[src/rtl/selectable_demux8.sv]
// -----------------------------------------------------------------------------
// selectable_demux8
//
// Steers a signed 16-bit sample to one of eight registered channel outputs.
// Every channel switch passes through a blanking interval. During blanking all
// outputs hold, and the previously live channel stays frozen. When blanking
// ends, the old channel is parked and the new channel starts tracking `in` on
// the following edge. A request for channel 8..63 drops the block to idle.
//
// Parameters
//   HOLD_CYCLES : blanking length in clk cycles (0..255); 0 and 1 both give a
//                 single blanking cycle.
//   PARK_ZERO   : 1 -> deselected outputs are driven to 0,
//                 0 -> deselected outputs keep their last value.
//
// Ports
//   clk        in   rising-edge system clock
//   rst_n      in   asynchronous active-low reset
//   sel[5:0]   in   channel request (0..7 valid, 8..63 = no channel)
//   in[15:0]   in   signed sample
//   out0..out7 out  registered signed channel outputs
//   ch[2:0]    out  live channel index (meaningful while active=1)
//   active     out  a channel is live
//   busy       out  blanking in progress
//   dbg_state  out  FSM state (0 idle, 1 blank, 2 live) for observation
// -----------------------------------------------------------------------------
module selectable_demux8 #(
  parameter int unsigned HOLD_CYCLES = 16,
  parameter bit          PARK_ZERO   = 1'b1
) (
  input  logic               clk,
  input  logic               rst_n,
  input  logic [5:0]         sel,
  input  logic signed [15:0] in,
  output logic signed [15:0] out0,
  output logic signed [15:0] out1,
  output logic signed [15:0] out2,
  output logic signed [15:0] out3,
  output logic signed [15:0] out4,
  output logic signed [15:0] out5,
  output logic signed [15:0] out6,
  output logic signed [15:0] out7,
  output logic [2:0]         ch,
  output logic               active,
  output logic               busy,
  output logic [1:0]         dbg_state
);

  typedef enum logic [1:0] {
    S_IDLE  = 2'd0,
    S_BLANK = 2'd1,
    S_LIVE  = 2'd2
  } state_e;

  localparam logic [7:0] HOLD_LD = HOLD_CYCLES[7:0];

  state_e             state_q, state_d;
  logic [7:0]         cnt_q, cnt_d;
  logic [2:0]         tgt_q, tgt_d;
  logic [2:0]         ch_q, ch_d;
  logic [5:0]         sel_q, sel_d;
  logic signed [15:0] out_q [8];
  logic signed [15:0] out_d [8];

  logic               sel_chg;
  logic               sel_ok;
  logic [2:0]         sel_idx;
  logic signed [15:0] park_val;

  always_comb begin
    sel_chg  = (sel != sel_q);
    sel_ok   = (sel < 6'd8);
    sel_idx  = sel[2:0];
    // Value the current channel takes when it stops being live.
    park_val = PARK_ZERO ? 16'sd0 : out_q[ch_q];
  end

  always_comb begin
    state_d = state_q;
    cnt_d   = cnt_q;
    tgt_d   = tgt_q;
    ch_d    = ch_q;
    sel_d   = sel;
    out_d   = out_q;

    case (state_q)
      S_IDLE: begin
        // Idle is only entered on an invalid request, so any valid sel seen
        // here is a fresh request (reset also preloads sel_q with 63).
        if (sel_ok) begin
          state_d = S_BLANK;
          cnt_d   = HOLD_LD;
          tgt_d   = sel_idx;
        end
      end

      S_BLANK: begin
        if (sel_chg && !sel_ok) begin
          state_d     = S_IDLE;
          cnt_d       = 8'd0;
          out_d[ch_q] = park_val;
        end else if (sel_chg) begin
          cnt_d = HOLD_LD;
          tgt_d = sel_idx;
        end else if (cnt_q <= 8'd1) begin
          // The count is at its last step, so it reaches 0 on this edge.
          // Loads of 0 and 1 therefore both give a single blanking cycle.
          state_d     = S_LIVE;
          cnt_d       = 8'd0;
          out_d[ch_q] = park_val;
          ch_d        = tgt_q;
        end else begin
          cnt_d = cnt_q - 8'd1;
        end
      end

      S_LIVE: begin
        if (sel_chg && !sel_ok) begin
          state_d     = S_IDLE;
          out_d[ch_q] = park_val;
        end else if (sel_chg && (sel_idx != ch_q)) begin
          // The live channel is not written on this edge, so it freezes.
          state_d = S_BLANK;
          cnt_d   = HOLD_LD;
          tgt_d   = sel_idx;
        end else begin
          out_d[ch_q] = in;
        end
      end

      default: begin
        state_d = S_IDLE;
      end
    endcase
  end

  always_ff @(posedge clk or negedge rst_n) begin
    if (!rst_n) begin
      state_q <= S_IDLE;
      cnt_q   <= 8'd0;
      tgt_q   <= 3'd0;
      ch_q    <= 3'd0;
      sel_q   <= 6'd63;
      for (int i = 0; i < 8; i++) out_q[i] <= 16'sd0;
    end else begin
      state_q <= state_d;
      cnt_q   <= cnt_d;
      tgt_q   <= tgt_d;
      ch_q    <= ch_d;
      sel_q   <= sel_d;
      for (int i = 0; i < 8; i++) out_q[i] <= out_d[i];
    end
  end

  assign out0      = out_q[0];
  assign out1      = out_q[1];
  assign out2      = out_q[2];
  assign out3      = out_q[3];
  assign out4      = out_q[4];
  assign out5      = out_q[5];
  assign out6      = out_q[6];
  assign out7      = out_q[7];
  assign ch        = ch_q;
  assign active    = (state_q == S_LIVE);
  assign busy      = (state_q == S_BLANK);
  assign dbg_state = state_q;

endmodule
[config.mk]
export PLATFORM = sky130hd
export DESIGN_NAME = selectable_demux8
export DESIGN_NICKNAME = d
export VERILOG_FILES = /design/src/rtl/selectable_demux8.sv
export SDC_FILE = /design/constraint.sdc
export NUM_CORES = 1
export LEC_CHECK = 0
export ABC_CLOCK_PERIOD_IN_PS = 2250
export CAP_MARGIN = 20
export CORE_MARGIN = 10
export CORE_UTILIZATION = 44
export CTS_CLUSTER_DIAMETER = 50
export CTS_CLUSTER_SIZE = 24
export DETAILED_ROUTE_END_ITERATION = 8
export PLACE_DENSITY_LB_ADDON = 0.12
export RECOVER_POWER = 50
export SLEW_MARGIN = 20
export SYNTH_ARGS = -nofsm -noshare
export SYNTH_HDL_FRONTEND = slang
export SYNTH_SLANG_ARGS = --single-unit
[constraint.sdc]
create_clock -name clk -period 2.25 [get_ports clk]
set_input_delay 0.45 -clock clk [delete_from_list [all_inputs] [get_ports clk]]
set_output_delay 0.45 -clock clk [all_outputs]
set_load 0.02 [all_outputs]
==> results by stage, run 1 <==
Pwr:
- The power share of the sequential group is 0.388.
- The clock share of power is 0.406.
- The power per cell area is 758 nW/um^2.
- The combinational power share is 0.206.
- The switching component of the power is 2.17 mW.
- The internal power of the cells is 5.20 mW.
- Of the total power, the share spent switching nets is 0.294.
- The maximum ir drop on the vdd rail is 0.554 mV.
- The leakage dissipation is 3.99 nW.

Layout:
- The number of fill cells in the layout is 916.
- After the last flow step, the layout net total stands at 697.
- The count of cells in the finished layout, fillers not included, comes to 860.
- Of the cells placed in the final design, the portion with a size suffix greater than 1 is 0.297.
- The antenna diode count is 0.
- The signed area change from the synthesized netlist to the final layout is 54.9%.

Logic synthesis:
- The total number of yosys warnings is 0.
- The number of synthesized register bits is 150.
- Of the post-synthesis cell area, the dominant cell type holds 0.575.
- After synthesis, the mean cell area works out to 13.1 sq um.
- Of all cell types, the one taking the most synthesized area is dfrtp_1.
- The most common cell in the netlist is dfrtp_1.
- Yosys attributes the largest share of cell area to dfrtp_1 (57%), o2bb2ai_1 (18%), buf_6 (4.0%).
- By count the netlist is led by dfrtp_1 (144), o2bb2ai_1 (129), nand2_1 (27).
- In the synthesized netlist, the number of instances is 478.
- Summing every instance area after synthesis gives 6270 sq um.
- The most used flip-flop cell after synthesis is dfrtp_1.
- Synthesis produced a netlist with a net count of 508.
- For this run, the register share of the synthesized area comes to 0.600.
- The count of flip-flops with a built-in enable after synthesis is 0.
- The share of synthesized registers carrying an async set or reset is 1.00.
- The post-synthesis cell type count is 38.

Worst setup path:
- The arrival time of the worst setup path is 2.67 ns.
- For the worst setup path, the data required time is 2.60 ns.
- The critical path start-end classification is register to register.
- STA classifies the critical path startpoint as a register.
- The maximum fanout encountered on the critical timing path is 7.
- STA classifies the critical path endpoint as a register.

Run status:
- The final reports fail on negative setup slack.
- The flow ran to the end, but the final reports show violations.

Flow run:
- Across the run, the number of max-cap violations was 0.

STA:
- The max-slew violation total from the final report is 0.
- The headroom to the max-slew limit is 0.202.
- The worst setup margin is -0.0754 ns.
- Counting I/O delays and the setup requirement, the final critical path takes 2.33 ns.
- At the pin with the least slew margin, the transition time is 1.20 ns.
- Across the routed clock network, the largest skew measured is 0.00733 ns.
- The final-report setup violation count is 86.
- Dividing the final minimum period by the clock period gives 1.03.
- Adding up every negative setup slack in the final design gives -2.63 ns.
- Derived from the worst setup path, the maximum achievable clock frequency is 0.430 GHz.
- The number of hold-slack violations in the final timing report was 0.
- Setup repair after global routing could not meet its margin everywhere.

Die:
- The vertical extent of the die is 139 um.
- The number of placed I/O pins is 159.
- The initial core utilization is 0.450.
- The floorplan step set the die width to 139 um.
- The initialized floorplan defines 43 standard-cell rows.
- The overall die area is 19400 sq um.
- The region available for standard cell placement spans 13900 sq um.

Clocking:
- The total CTS buffers is 17.
- The clock network latency to the later pin of the worst-skew pair is 0.42 ns.
- TritonCTS built the clock tree.
- The number of H-tree branching levels is 4.
- The clock transition at the registers of the reported paths is 0.07 ns.
- The TritonCTS sink count is 150.
- After clock tree synthesis, the setup repair step added 0 buffers.
- The buffer levels on the longest clock path is 2.
- The tree is rooted in a clkbuf_16.

Placed design:
- Counting tap cells, the placed design contains a total of 820 instances.
- Once detailed placement completed, the half-perimeter wirelength came to 13700 um.
- Input and output buffers added on the ports amount to 158.
- The weighted congestion at the end of routability-driven global placement is 0.882.

Drt:
- The count of TritonRoute iterations in the first routing pass is 4.
- For this block, the routed nets add up to 21100 um of wire.
- The average routed wire per standard cell is 24.6 um.
- The count of antenna-violating nets left after detailed routing is 0.
- The via count is 5067.
- The number of remaining DRC errors is 0.
- The vias per cell is 5.89.
- The count of routing violations after the opening detailed-route iteration is 335.

GRT:
- The global-route usage over all layers is 0.196.
- The number of global-route vias before repair is 5067.
- The maximum number of pins on one net before global-route repair is 56.
- The total overflow reported by the global router is 0.
- The initial antenna violation count was 0.
- The first global-routing pass estimated 30500 um of wire.

Min path:
- The path type of the worst min-delay path is input port to register.
[logic make-up after synthesis]
| family | after synthesis | share of synthesized area |
|---|---|---|
| xor+xnor | 9 | 0.0126 |
| buf+inv | 54 | 0.0611 |
| mux | 6 | 0.0108 |
| simple gates | 98 | 0.0880 |
| compound gates | 155 | 0.216 |
| fa+ha+maj | 6 | 0.0120 |
| flops | 150 | 0.600 |
[layer usage]
metal | track usage | share of wire | up-vias
li1 | - | - | 2216
met5 | 0 | 0 | -
met2 | 0.291 | 0.47 | 203
met3 | 0.0602 | 0.072 | 35
met4 | 0.0686 | 0.027 | 0
met1 | 0.263 | 0.43 | 2613
[sequential cells by signal (all words and copies together), names as in the netlist]
register   count
out4          16
out3          16
out0          16
dbg_state      2
sel_q          6
tgt_q          3
out5          16
out1          16
cnt_q          8
out2          16
out6          16
out7          16
ch             3
[power by group through the flow]
stage,Clock [mW],Combinational (mW),Sequential [mW]
after detailed placement,0,1.32,2.90
final,2.99,1.52,2.86
after floorplan,0,0.750,2.94
after global placement,0,1.29,2.89
after global routing,3.13,1.63,2.87
after CTS,3.01,1.32,2.85
[critical path, cell delays in order, from the launching register on]
cell,delay (ns)
dfstp_2,0.54
xnor2_2,0.13
nand4_1,0.23
o2111a_2,0.39
or4b_4,0.59
clkbuf_16,0.22
o2bb2ai_4,0.13
[cell usage in the layout (no fill, tap or decap), types with 3 or more instances in the layout]
master,n
or3_1,3
clkbuf_16,22
inv_1,9
or4_4,7
dfstp_2,6
o2bb2ai_4,9
nor2_1,6
a22o_1,6
xnor2_2,5
xnor2_1,4
nor2b_1,4
dfrtp_1,142
nand4_1,3
o2bb2ai_2,61
nand3_1,13
mux2_2,6
nand2_1,27
clkdlybuf4s50_1,151
o2bb2ai_1,61
o41ai_2,3
buf_4,28
buf_12,13
or4b_4,4
ha_1,5
nand2b_1,16
bufinv_16,3
inv_6,4
buf_6,8
nor3_2,3
nor3_1,5
[cell type report]
type / instances / area (sq um) / area share
well taps: 180 / 225 / 0.0232
flip-flops and latches: 150 / 3760 / 0.388
clock inverters: 15 / 190 / 0.0196
multi-input cells: 275 / 2800 / 0.288
repair buffers: 214 / 2280 / 0.235
inverters: 9 / 33.8 / 0.00348
clock buffers: 17 / 425 / 0.0438
[stage by stage]
| step | hold slack (ns) | power (mW) | setup slack [ns] | instance area [sq um] | util |
|---|---|---|---|---|---|
| floorplan | 0.154 | 3.69 | 0.00824 | 6280 | - |
| global placement | 0.418 | 4.19 | -0.441 | 8150 | 0.585 |
| detailed placement | 0.418 | 4.22 | -0.524 | 8150 | 0.585 |
| CTS | 0.492 | 7.19 | -0.0178 | 8790 | 0.631 |
| global route | 0.358 | 7.62 | -0.163 | 9710 | 0.697 |
| finish | 0.356 | 7.37 | -0.0754 | 9710 | 0.697 |
[path summary, 6_finish.rpt]
path                                     start              endpoint  slack, ns  cells after the start
max in group asynchronous                rst_n   out1[8]$_DFFE_PN0P_       0.33                      3
min in group asynchronous                rst_n   out2[1]$_DFFE_PN0P_       0.82                      2
setup reg to reg            sel_q[4]$_DFF_PN1_  out7[13]$_DFFE_PN0P_      -0.08                      6
setup / recovery            sel_q[4]$_DFF_PN1_  out7[13]$_DFFE_PN0P_      -0.08                      6
hold reg to reg            out0[7]$_DFFE_PN0P_   out0[7]$_DFFE_PN0P_       0.49                      1
hold / removal                          sel[2]    sel_q[2]$_DFF_PN1_       0.36                      2
[what timing repair did]
action | in CTS | in global routing
gates resized for setup | 6 | 140
hold buffers | 1 | 0
hold endpoints to repair | 39 | 0
endpoints found under the setup margin | 107 | 134
pin swaps | 0 | 28
cloned | 0 | 7
No activity file was read; power rests on OpenSTA's default activity.
==> run 2: changes to the inputs <==
- ABC_CLOCK_PERIOD_IN_PS: 2250 -> 2500
- CORE_UTILIZATION: 44 -> 49
- TNS_END_PERCENT: not set -> 20
- clock period: 2.25 -> 2.5 ns (I/O delays scaled with it)
==> run 2 against run 1 <==
Against the previous run:
- the flow now finishes without violations
- combinational power down 25%
- largest cell class unchanged
- utilization down 0.83 points
- clock-buffer cell count up 2
- worst hold slack worse by 0.0049 ns
- clock skew up 0.0019 ns
- sequential power down 10%
- critical endpoint is now busy
- flip-flop and latch count unchanged
==> results by stage, run 2 (synthesized netlist as in run 1, its figures left out) <==
Run status:
- The run finished with clean final reports.

Layout:
- Once layout is complete, the utilization of the core stands at 0.689.
- The sequential standard cell area is 3760 sq um.
- The count of cells in the finished layout, fillers not included, comes to 836.
- 0 antenna diodes ended up in the layout.
- From synthesis to final layout, the design area changed by 38.0%.
- The number of nets in the final layout is 681.
- The library cells used most frequently in the layout, excluding fill and tap cells, are dfrtp_1 (144), o2bb2ai_1 (129), clkdlybuf4s50_1 (96), dlygate4sd3_1 (61), buf_4 (37).
- The number of fill cells in the layout is 908.
- The fraction of layout cells with a size suffix above 1 is 0.142.
- The leading cell type in the layout, fill and taps excluded is dfrtp_1.
- The multi-input combinational cells in the finished layout cover a total of 2130 sq um.

Flow run:
- Max-cap violations in this run came to 0.

STA:
- Clock skew on the completed layout was measured at 0.00924 ns.
- The fmax is 0.420 GHz.
- The max-slew violation total from the final report is 0.
- After layout, the minimum clock period comes to 2.38 ns.
- The final-report setup violation count is 0.
- Of the available clock period, the critical path in the final layout requires 0.953.
- The number of hold-slack violations in the final timing report came to 0.
- The headroom to the max-slew limit is 0.151.
- Setup repair after global routing left no endpoint under its margin.
- The setup TNS after final layout is 0 ns.
- The worst-margin pin slew is 1.27 ns.

Die:
- The floorplan has 41 rows.
- The vertical extent of the die is 133 um.
- The total area inside the core boundary comes to 12600 sq um.
- The initial core utilization is 0.499.
- 159 I/O pins were placed.
- The horizontal die dimension is 133 um.
- The overall die area is 17700 sq um.

Drt:
- The count of antenna-violating nets left after detailed routing is 0.
- In this run the top signal layer used is met4.
- For this run, the detailed router's first-pass iteration total came to 5.
- After detailed routing, the wire length on met1 is 8160 um.
- Dividing the detail-routed wire length by the instance count gives 22.5 um.
- After detailed routing, the met2 layer carries 8730 um of wire.
- The vias per cell is 5.85.
- Detailed routing placed a total of 1620 um of wire on met3.
- In the routed design, unresolved DRC markers number 0.
- The via count is 4888.
- The aggregate routed wire length is 18800 um.
- The count of routing violations after the opening detailed-route iteration is 702.

GRT:
- Entering global routing, the biggest net connects 55 pins.
- The initial antenna violation count is 0.
- The total overflow reported by the global router is 0.
- The wire length of the first global-routing pass is 30100 um.
- The global-route usage over all layers is 0.213.
- The number of global-route vias before repair came to 5209.

Worst setup path:
- The startpoint kind of the worst setup timing path is a register.
- Among cell families on the critical path, the largest total delay comes from buffers and inverters.
- The master of the slowest instance on the critical path is clkdlybuf4s50_1.
- The critical path goes through inv_1 -> ha_1 -> clkdlybuf4s50_1.
- STA puts the critical path data arrival time at 1.88 ns.
- Data on the critical path is required at its endpoint by 2.00 ns.
- The setup slack of the worst register-to-register path is 0.15 ns.
- The worst register-to-register path begins at dbg_state[0]$_DFFE_PN0P_.
- The critical path start-end classification is register to output port.
- The cell depth of the worst flop-to-flop path is 7.
- The endpoint identified for the worst register-to-register timing path is out6[14]$_DFFE_PN0P_.
- The nature of the critical path endpoint is an output port.
- The delay of the slowest cell on the worst path is 0.66 ns.
- The number of buffers and inverters on the critical path is 2.
- Along the worst path, the maximum fanout reaches 7.

Clocking:
- The clock tree from TritonCTS is built.
- The clock network latency to the later pin of the worst-skew pair is 0.42 ns.
- The clock passes through at most 2 buffers.
- The clock transition at the registers of the reported paths is 0.06 ns.
- The number of clock buffers added by TritonCTS is 17.
- The clock tree synthesis step divided the H-tree into 4 levels.
- The cell at the root of the clock tree is clkbuf_16.
- The TritonCTS sink count is 150.
- Hold repair after CTS inserted 0 buffers.

Pwr:
- Of the total power, registers draw 0.406.
- Of the total power, combinational logic draws 0.181.
- The leakage dissipation is 3.83 nW.
- The maximum ir drop on the vdd rail is 0.440 mV.
- The proportion of total power due to net switching is 0.282.
- Cell internal power was estimated by the tool at 4.55 mW.
- The switching component of the power is 1.79 mW.
- For this design the ratio of total power to cell area is 732 nW/um^2.
- The clock share of power is 0.414.

Placed design:
- Once detailed placement completed, the half-perimeter wirelength came to 13300 um.
- Buffers placed on the I/O ports in this run total 158.
- The weighted congestion at the end of routability-driven global placement is 0.866.
- The number of cells in the design after placement is 803.

Min path:
- The path type of the worst min-delay path is input port to asynchronous set/reset pin.
-- run 2: cell count changes in the layout (fill, tap and decap cells not counted), moves of 7 or more --
| cell | before | now |
|---|---|---|
| o2bb2ai_1 | 61 | 129 |
| dlygate4sd3_1 | 1 | 61 |
| o2bb2ai_2 | 61 | 2 |
| clkdlybuf4s50_1 | 151 | 96 |
| buf_12 | 13 | 2 |
| buf_4 | 28 | 37 |
| o2bb2ai_4 | 9 | 0 |
| buf_6 | 8 | 0 |
| or4_1 | 2 | 9 |
| or4_4 | 7 | 0 |
-- run 2: per-stage QoR --
stage,cell area [sq um],power [mW],hold slack [ns],worst slack (ns)
final,8660,6.34,0.351,0.117
after global routing,8660,6.60,0.447,0.00319
after CTS,8670,6.37,0.0378,0.0260
after detailed placement,8070,3.75,0.472,-0.412
after global placement,8070,3.72,0.471,-0.332
after floorplan,6270,3.31,0.204,0.118
-- run 2: per-layer routing --
layer,vias to the layer above,GRT usage
met5,-,0
met4,0,0.0762
met3,23,0.0752
met2,221,0.325
met1,2480,0.276
li1,2164,-
-- run 2: worst max path at each step --
| stage | endpoint | from | slack, ns | cells after the start |
|---|---|---|---|---|
| 6_report | busy | dbg_state[1]$_DFFE_PN0P_ | 0.12 | 3 |
| 5_1_grt | busy | dbg_state[1]$_DFFE_PN0P_ | 0.003 | 3 |
| 4_1_cts | out6[14]$_DFFE_PN0P_ | sel[3] | 0.03 | 7 |
| 3_5_place_dp | out7[4]$_DFFE_PN0P_ | sel[3] | -0.41 | 7 |
| 3_3_place_gp | out2[8]$_DFFE_PN0P_ | sel[3] | -0.33 | 7 |
| 2_1_floorplan | out4[9]$_DFFE_PN0P_ | dbg_state[0]$_DFFE_PN0P_ | 0.12 | 9 |
-- run 2: power groups by stage --
stage	Sequential [mW]	Combinational, mW	Clock (mW)
6_report	2.57	1.14	2.62
5_1_grt	2.58	1.25	2.78
4_1_cts	2.57	1.14	2.66
3_5_place_dp	2.61	1.13	0
3_3_place_gp	2.61	1.11	0
2_1_floorplan	2.64	0.671	0
-- run 2: what timing repair did --
item	in CTS	in global routing
resized for setup	0	3
setup endpoints to repair	0	128
setup buffers	0	1
hold endpoints to repair	0	0
-- run 2: final cells by class --
type                       count  share of cell area
sequential                   150               0.435
multi-input combinational    274               0.247
timing repair buffer         199               0.220
clock buffer                  19              0.0500
tap                          172              0.0249
clock inverter                13              0.0198
inverter                       9             0.00390
==> run 3: changes to the inputs <==
- SLEW_MARGIN: 20 -> 5
- TNS_END_PERCENT: 20 -> 5
==> results of run 3 <==
The final DEF is identical to that of run 2; final timing and power are the same.
